===== config.mk =====
export PLATFORM = sky130hd
export DESIGN_NAME = multicycle_ctrl
export DESIGN_NICKNAME = d
export VERILOG_FILES = /design/src/rtl/multicycle_ctrl.sv
export SDC_FILE = /design/constraint.sdc
export NUM_CORES = 1
export LEC_CHECK = 0
export CORE_MARGIN = 5
export CORE_UTILIZATION = 55
export DETAILED_ROUTE_END_ITERATION = 8
export DONT_BUFFER_PORTS = 1
export GPL_ROUTABILITY_DRIVEN = 0
export PLACE_DENSITY = 0.73
export SYNTH_ARGS = -nofsm -noshare
export SYNTH_HDL_FRONTEND = slang
export SYNTH_SLANG_ARGS = --single-unit

===== constraint.sdc =====
create_clock -name clk -period 1.9 [get_ports clk]
set_input_delay 0.095 -clock clk [delete_from_list [all_inputs] [get_ports clk]]
set_output_delay 0.095 -clock clk [all_outputs]
set_load 0.05 [all_outputs]

===== src/rtl/multicycle_ctrl.sv =====
// ---------------------------------------------------------------------------
// multicycle_ctrl
// Control FSM for the multicycle (non-pipelined) RV32I core. Steps the shared
// ALU, the unified instruction/data memory port and register write-back
// through fetch, decode, execute, memory and write-back states. Memory states
// wait on a request/ready handshake and fall into a sticky FAULT state if the
// memory stalls for MEM_TIMEOUT consecutive cycles.
//
// Ports:
//   clk        core clock, rising edge
//   rst        asynchronous active-high reset
//   op         opcode field of the instruction register
//   zero       ALU zero flag (branch condition)
//   mem_ready  memory completes the current request this cycle
//   pc_write   PC load enable
//   adr_src    memory address select: 0=PC, 1=ALUOut
//   mem_req    memory access request
//   mem_write  memory write strobe, valid with mem_req
//   ir_write   instruction register / OldPC load enable
//   result_src result mux: 00=ALUOut, 01=Data, 10=ALUResult
//   alu_src_a  ALU A select: 00=PC, 01=OldPC, 10=rs1
//   alu_src_b  ALU B select: 00=rs2, 01=ImmExt, 10=const 4
//   alu_op     ALU decoder class: 00=add, 01=sub, 10=funct-decoded
//   reg_write  register file write enable
//   imm_src    immediate format select, decoded from op in every state
//   state      current state encoding, for debug
//   fault      sticky fault indicator
// ---------------------------------------------------------------------------
module multicycle_ctrl #(
   parameter int MEM_TIMEOUT = 16
) (
   input  logic       clk,
   input  logic       rst,
   input  logic [6:0] op,
   input  logic       zero,
   input  logic       mem_ready,
   output logic       pc_write,
   output logic       adr_src,
   output logic       mem_req,
   output logic       mem_write,
   output logic       ir_write,
   output logic [1:0] result_src,
   output logic [1:0] alu_src_a,
   output logic [1:0] alu_src_b,
   output logic [1:0] alu_op,
   output logic       reg_write,
   output logic [1:0] imm_src,
   output logic [3:0] state,
   output logic       fault
);

   // RV32I base opcodes
   localparam logic [6:0] OP_LW     = 7'b0000011;
   localparam logic [6:0] OP_SW     = 7'b0100011;
   localparam logic [6:0] OP_R_TYPE = 7'b0110011;
   localparam logic [6:0] OP_BEQ    = 7'b1100011;
   localparam logic [6:0] OP_I_TYPE = 7'b0010011;
   localparam logic [6:0] OP_JAL    = 7'b1101111;

   // Wait count at which a still-stalled memory is declared dead
   localparam logic [7:0] WAIT_LIMIT = 8'(MEM_TIMEOUT - 1);

   typedef enum logic [3:0] {
      S_FETCH    = 4'd0,
      S_DECODE   = 4'd1,
      S_MEMADR   = 4'd2,
      S_MEMREAD  = 4'd3,
      S_MEMWB    = 4'd4,
      S_MEMWRITE = 4'd5,
      S_EXECR    = 4'd6,
      S_ALUWB    = 4'd7,
      S_EXECI    = 4'd8,
      S_JAL      = 4'd9,
      S_BEQ      = 4'd10,
      S_FAULT    = 4'd11
   } state_t;

   // Registered Moore controls. The FETCH and BEQ flags let pc_write and
   // ir_write be gated by the live mem_ready/zero inputs after the flop.
   typedef struct packed {
      logic       mem_req;
      logic       mem_write;
      logic       adr_src;
      logic [1:0] result_src;
      logic [1:0] alu_src_a;
      logic [1:0] alu_src_b;
      logic [1:0] alu_op;
      logic       reg_write;
      logic       pc_write_fixed;
      logic       in_fetch;
      logic       in_beq;
      logic       fault;
   } ctrl_t;

   state_t     cur_state;
   state_t     nxt_state;
   logic [7:0] wait_cnt;
   ctrl_t      ctrl_q;
   logic       mem_state;

   // Moore control values for a given state; anything not set stays 0
   function automatic ctrl_t decode_ctrl(input state_t s);
      ctrl_t c;
      c = '0;
      case (s)
         S_FETCH: begin
            c.mem_req    = 1'b1;
            c.alu_src_b  = 2'b10;
            c.result_src = 2'b10;
            c.in_fetch   = 1'b1;
         end
         S_DECODE: begin
            c.alu_src_a = 2'b01;
            c.alu_src_b = 2'b01;
         end
         S_MEMADR: begin
            c.alu_src_a = 2'b10;
            c.alu_src_b = 2'b01;
         end
         S_MEMREAD: begin
            c.mem_req = 1'b1;
            c.adr_src = 1'b1;
         end
         S_MEMWB: begin
            c.result_src = 2'b01;
            c.reg_write  = 1'b1;
         end
         S_MEMWRITE: begin
            c.mem_req   = 1'b1;
            c.mem_write = 1'b1;
            c.adr_src   = 1'b1;
         end
         S_EXECR: begin
            c.alu_src_a = 2'b10;
            c.alu_op    = 2'b10;
         end
         S_ALUWB: begin
            c.reg_write = 1'b1;
         end
         S_EXECI: begin
            c.alu_src_a = 2'b10;
            c.alu_src_b = 2'b01;
            c.alu_op    = 2'b10;
         end
         S_JAL: begin
            c.alu_src_a      = 2'b01;
            c.alu_src_b      = 2'b10;
            c.pc_write_fixed = 1'b1;
         end
         S_BEQ: begin
            c.alu_src_a = 2'b10;
            c.alu_op    = 2'b01;
            c.in_beq    = 1'b1;
         end
         S_FAULT: begin
            c.fault = 1'b1;
         end
         default: c = '0;
      endcase
      return c;
   endfunction

   // States that hold a memory request and therefore wait on mem_ready
   assign mem_state = (cur_state == S_FETCH) || (cur_state == S_MEMREAD) ||
                      (cur_state == S_MEMWRITE);

   // Next-state logic. Memory states hold until mem_ready, unless the wait
   // counter has run out, in which case the stall is treated as a fault.
   // A ready in the final allowed cycle still completes normally.
   always_comb begin
      nxt_state = cur_state;
      case (cur_state)
         S_FETCH: begin
            if (mem_ready)                    nxt_state = S_DECODE;
            else if (wait_cnt == WAIT_LIMIT)  nxt_state = S_FAULT;
         end
         S_DECODE: begin
            case (op)
               OP_LW, OP_SW: nxt_state = S_MEMADR;
               OP_R_TYPE:    nxt_state = S_EXECR;
               OP_I_TYPE:    nxt_state = S_EXECI;
               OP_JAL:       nxt_state = S_JAL;
               OP_BEQ:       nxt_state = S_BEQ;
               default:      nxt_state = S_FAULT;
            endcase
         end
         S_MEMADR:   nxt_state = (op == OP_LW) ? S_MEMREAD : S_MEMWRITE;
         S_MEMREAD: begin
            if (mem_ready)                    nxt_state = S_MEMWB;
            else if (wait_cnt == WAIT_LIMIT)  nxt_state = S_FAULT;
         end
         S_MEMWB:    nxt_state = S_FETCH;
         S_MEMWRITE: begin
            if (mem_ready)                    nxt_state = S_FETCH;
            else if (wait_cnt == WAIT_LIMIT)  nxt_state = S_FAULT;
         end
         S_EXECR:    nxt_state = S_ALUWB;
         S_EXECI:    nxt_state = S_ALUWB;
         S_ALUWB:    nxt_state = S_FETCH;
         S_JAL:      nxt_state = S_ALUWB;
         S_BEQ:      nxt_state = S_FETCH;
         S_FAULT:    nxt_state = S_FAULT;
         default:    nxt_state = S_FAULT;
      endcase
   end

   // State, wait counter and registered controls. The controls are decoded
   // from the next state so they line up with the state they belong to.
   // The wait counter restarts on any state change or completed handshake.
   always_ff @(posedge clk or posedge rst) begin
      if (rst) begin
         cur_state <= S_FETCH;
         wait_cnt  <= 8'd0;
         ctrl_q    <= decode_ctrl(S_FETCH);
      end else begin
         cur_state <= nxt_state;
         ctrl_q    <= decode_ctrl(nxt_state);
         if ((nxt_state != cur_state) || mem_ready || !mem_state)
            wait_cnt <= 8'd0;
         else
            wait_cnt <= wait_cnt + 8'd1;
      end
   end

   // Immediate format depends only on the opcode, whatever the state
   always_comb begin
      case (op)
         OP_SW:   imm_src = 2'b01;
         OP_BEQ:  imm_src = 2'b10;
         OP_JAL:  imm_src = 2'b11;
         default: imm_src = 2'b00;
      endcase
   end

   // Fetch completes (and the PC advances) only on the cycle memory answers;
   // a branch updates the PC only when the comparison came out equal.
   assign pc_write   = ctrl_q.pc_write_fixed | (ctrl_q.in_fetch & mem_ready) |
                       (ctrl_q.in_beq & zero);
   assign ir_write   = ctrl_q.in_fetch & mem_ready;
   assign adr_src    = ctrl_q.adr_src;
   assign mem_req    = ctrl_q.mem_req;
   assign mem_write  = ctrl_q.mem_write;
   assign result_src = ctrl_q.result_src;
   assign alu_src_a  = ctrl_q.alu_src_a;
   assign alu_src_b  = ctrl_q.alu_src_b;
   assign alu_op     = ctrl_q.alu_op;
   assign reg_write  = ctrl_q.reg_write;
   assign fault      = ctrl_q.fault;
   assign state      = cur_state;

endmodule


==> flow_summary.json <==
{
  "cp.arrival_ns": 2.20,
  "finish.utilization_pct": 74.9,
  "die_area_um2": 3810,
  "cts_root_buf": "clkbuf_4",
  "yosys.area.top_type_share_pct": 39.1,
  "hold_viol": 0,
  "max-cap-violations": 0,
  "setup_slack_ns": -0.0530,
  "clock.fmax_mhz": 512,
  "cts_made_buffers": 3,
  "syn_avg_cell_area_um2": 10.1,
  "violations": "setup timing",
  "fin_crit_ns": 1.95,
  "cp_num_buf_inv": 0,
  "status": "complete, but fails checks",
  "worstMarginPinSlew_ns": 0.643,
  "synth_cell_type_count": 53,
  "grt_pass1_wl_um": 5850,
  "ys_ff_latch": 26,
  "synth_commonest_cells": "dfrtp_1, nor2_1, nand2_1, buf_4, nor3_1",
  "grt_start_max_net_pins": 18,
  "place_hpwl_um": 2400,
  "clk_pin_slew_ns": 0.14,
  "yosysSeqAreaShare_pct": 44.5,
  "wl_um": 3580,
  "worstSkewPairLatency_ns": 0.31,
  "cts_tree": "built",
  "cts_max_level": 1,
  "drv_slew": 0,
  "core_area_um2": 2520,
  "peakVddDrop_v": 0.00189,
  "drive_gt1_share_pct": 45.3,
  "finalCritPeriodShare_pct": 103,
  "drc": 0,
  "wl_per_cell_um": 17.1,
  "crit_path_top_delay_cell": "dfrtp_2",
  "grt_pass1_vias": 1270,
  "yosysWarnings": 0,
  "worstPathMaxFanout": 9,
  "synth_area_leaders": "dfrtp_1, dfstp_2, nor2_1, buf_4, xnor2_1",
  "fin_nets": 192,
  "cp-end-kind": "register",
  "clk_path_buf_depth": 2,
  "rsz0062_at_grt": "true",
  "yosysMostFrequentCell": "dfrtp_1",
  "p_int_mw": 1.86,
  "n_antenna_cell": 0,
  "p_clk_share_pct": 7.7,
  "path_cells": "nand2b_1 > nand2b_1 > a211oi_4 > nor3_4 > or3_4 > a21oi_2",
  "cts.sinks": 26,
  "dp_slack_ns": -0.0804,
  "std_cell_rows": 18,
  "gr-total-overflow": 0,
  "die_h_um": 61.7,
  "tns_ns": -0.0530,
  "grt_usage_pct": 20.8,
  "synth_nets": 158,
  "synth_edf_count": 0,
  "io_pins": 32,
  "slowest_delay_ns": 0.51,
  "hold_class": "in2reg",
  "avgViaCountPerCell": 5.72,
  "pwr_density_cell_nw_per_um2": 1890,
  "fp.dieW_um": 61.7,
  "p_leak_nw": 0.854,
  "relSlewSlack_pct": 57.1,
  "synth_area_um2": 1470,
  "path_delay_family": "simple AND/OR/NAND/NOR gates",
  "portBuffers": 0,
  "startpoint_type": "register",
  "synthFlopType": "dfrtp_1",
  "combPwrFrac_pct": 58.2,
  "fin_worst_skew_ns": 0.0111,
  "synthCells": 146,
  "area_growth_pct": 28.4,
  "antenna_found_initial": 0,
  "drt-pass1-iter-count": 4,
  "swShare_pct": 47.9,
  "p_sw_mw": 1.70,
  "vias": 1196,
  "ys_async_sr_fraction_pct": 100,
  "nFillCells": 169,
  "drtAntennaViolNets": 0,
  "finalSetupViolCount": 1,
  "power.share.sequential_pct": 34.1,
  "dr.first_iter.drc_count": 115,
  "synth_area_leader_cell": "dfrtp_1",
  "required_ns": 2.15,
  "critPathKind": "reg2reg",
  "cpMostUsedCell": "nand2b_1",
  "start_util_pct": 58.3
}
## worst paths after layout
kind / depth (start not counted) / end / start / slack (ns)
setup / recovery: 6 / alu_src_b[1]$_DFF_PP1_ / state[1]$_DFF_PP0_ / -0.05
min in group asynchronous: 2 / adr_src$_DFF_PP0_ / rst / 0.29
max in group asynchronous: 3 / wait_cnt[3]$_DFF_PP0_ / rst / 1.01
hold / removal: 2 / alu_op[1]$_DFF_PP0_ / op[6] / 0.07
hold reg to reg: 3 / wait_cnt[0]$_DFF_PP0_ / wait_cnt[0]$_DFF_PP0_ / 0.64
setup reg to reg: 6 / alu_src_b[1]$_DFF_PP1_ / state[1]$_DFF_PP0_ / -0.05
## cell usage in the layout, fill, tap and decap left out, types with 3 or more instances in the layout
master / instances
nand2_1: 9
nand3_1: 4
nor3_1: 4
inv_1: 3
nand2b_1: 3
dlygate4sd3_1: 5
and3_1: 3
dfrtp_1: 19
dfstp_2: 3
dfrtp_2: 4
xnor2_1: 5
buf_4: 36
nor2_1: 18
nor3_2: 3
a21oi_2: 3
clkbuf_4: 3
xor2_1: 4
## cells by family (layout without fill, tap and decap cells)
group,count (synthesis),count (layout),synth area share [%]
xor+xnor,9,9,5.36
flops,26,26,44.5
simple gates,71,71,30.0
mux,1,1,0.766
buf+inv,18,51,8.34
fa+ha+maj,2,2,1.53
compound gates,19,19,9.53
## flip-flops by register name, summed over array words and instances (netlist names)
register and cells:
alu_src_a 2, fault 1, state 4, alu_src_b 2
alu_op 2, mem_req 1, mem_write 1, wait_cnt 8
adr_src 1, reg_write 1, result_src 2, ctrl_q 1
## timing repair
action                                  4_1_cts  5_1_grt
gates cloned                                  0        0
endpoints found under the hold margin        16        0
buffers inserted                              7        2
pin swaps                                     1        5
hold buffers                                  5        0
gates resized for setup                       8        8
endpoints found under the setup margin        7       11
## stage by stage
stage               instance area [um2]  cells  hold slack [ns]  power (mW)
finish                             1890    209           0.0653        3.56
global route                       1890    209           0.0640        3.76
CTS                                1840    207           0.0475        3.40
detailed placement                 1670    191           0.0930        2.90
global placement                   1670    191           0.0813        2.85
floorplan                          1520    146            0.133        2.42
## area by class of cell
cell class                 count  area [um2]  area share [%]
multi-input combinational    102         796            42.1
inverter                       5        18.8           0.994
timing repair buffer          42         340            18.0
sequential                    26         659            34.9
clock buffer                   4        36.3            1.92
tap                           30        37.5            1.99
## power by group through the flow
stage                     combinational, mW  clock (mW)  sequential [mW]
after floorplan                        1.32           0             1.09
after global placement                 1.62           0             1.23
after detailed placement               1.67           0             1.23
after CTS                              1.92       0.279             1.21
after global routing                   2.23       0.301             1.23
final                                  2.07       0.275             1.21
## layer usage
layer | GRT usage, % | part of all wire (%) | vias up
li1 | - | - | 564
met1 | 26.5 | 41 | 584
met2 | 34.4 | 49 | 37
met3 | 5.17 | 6.8 | 11
met4 | 7.88 | 2.5 | 0
met5 | 0 | 0 | -
Note: power is estimated with default switching activity, not from simulation.
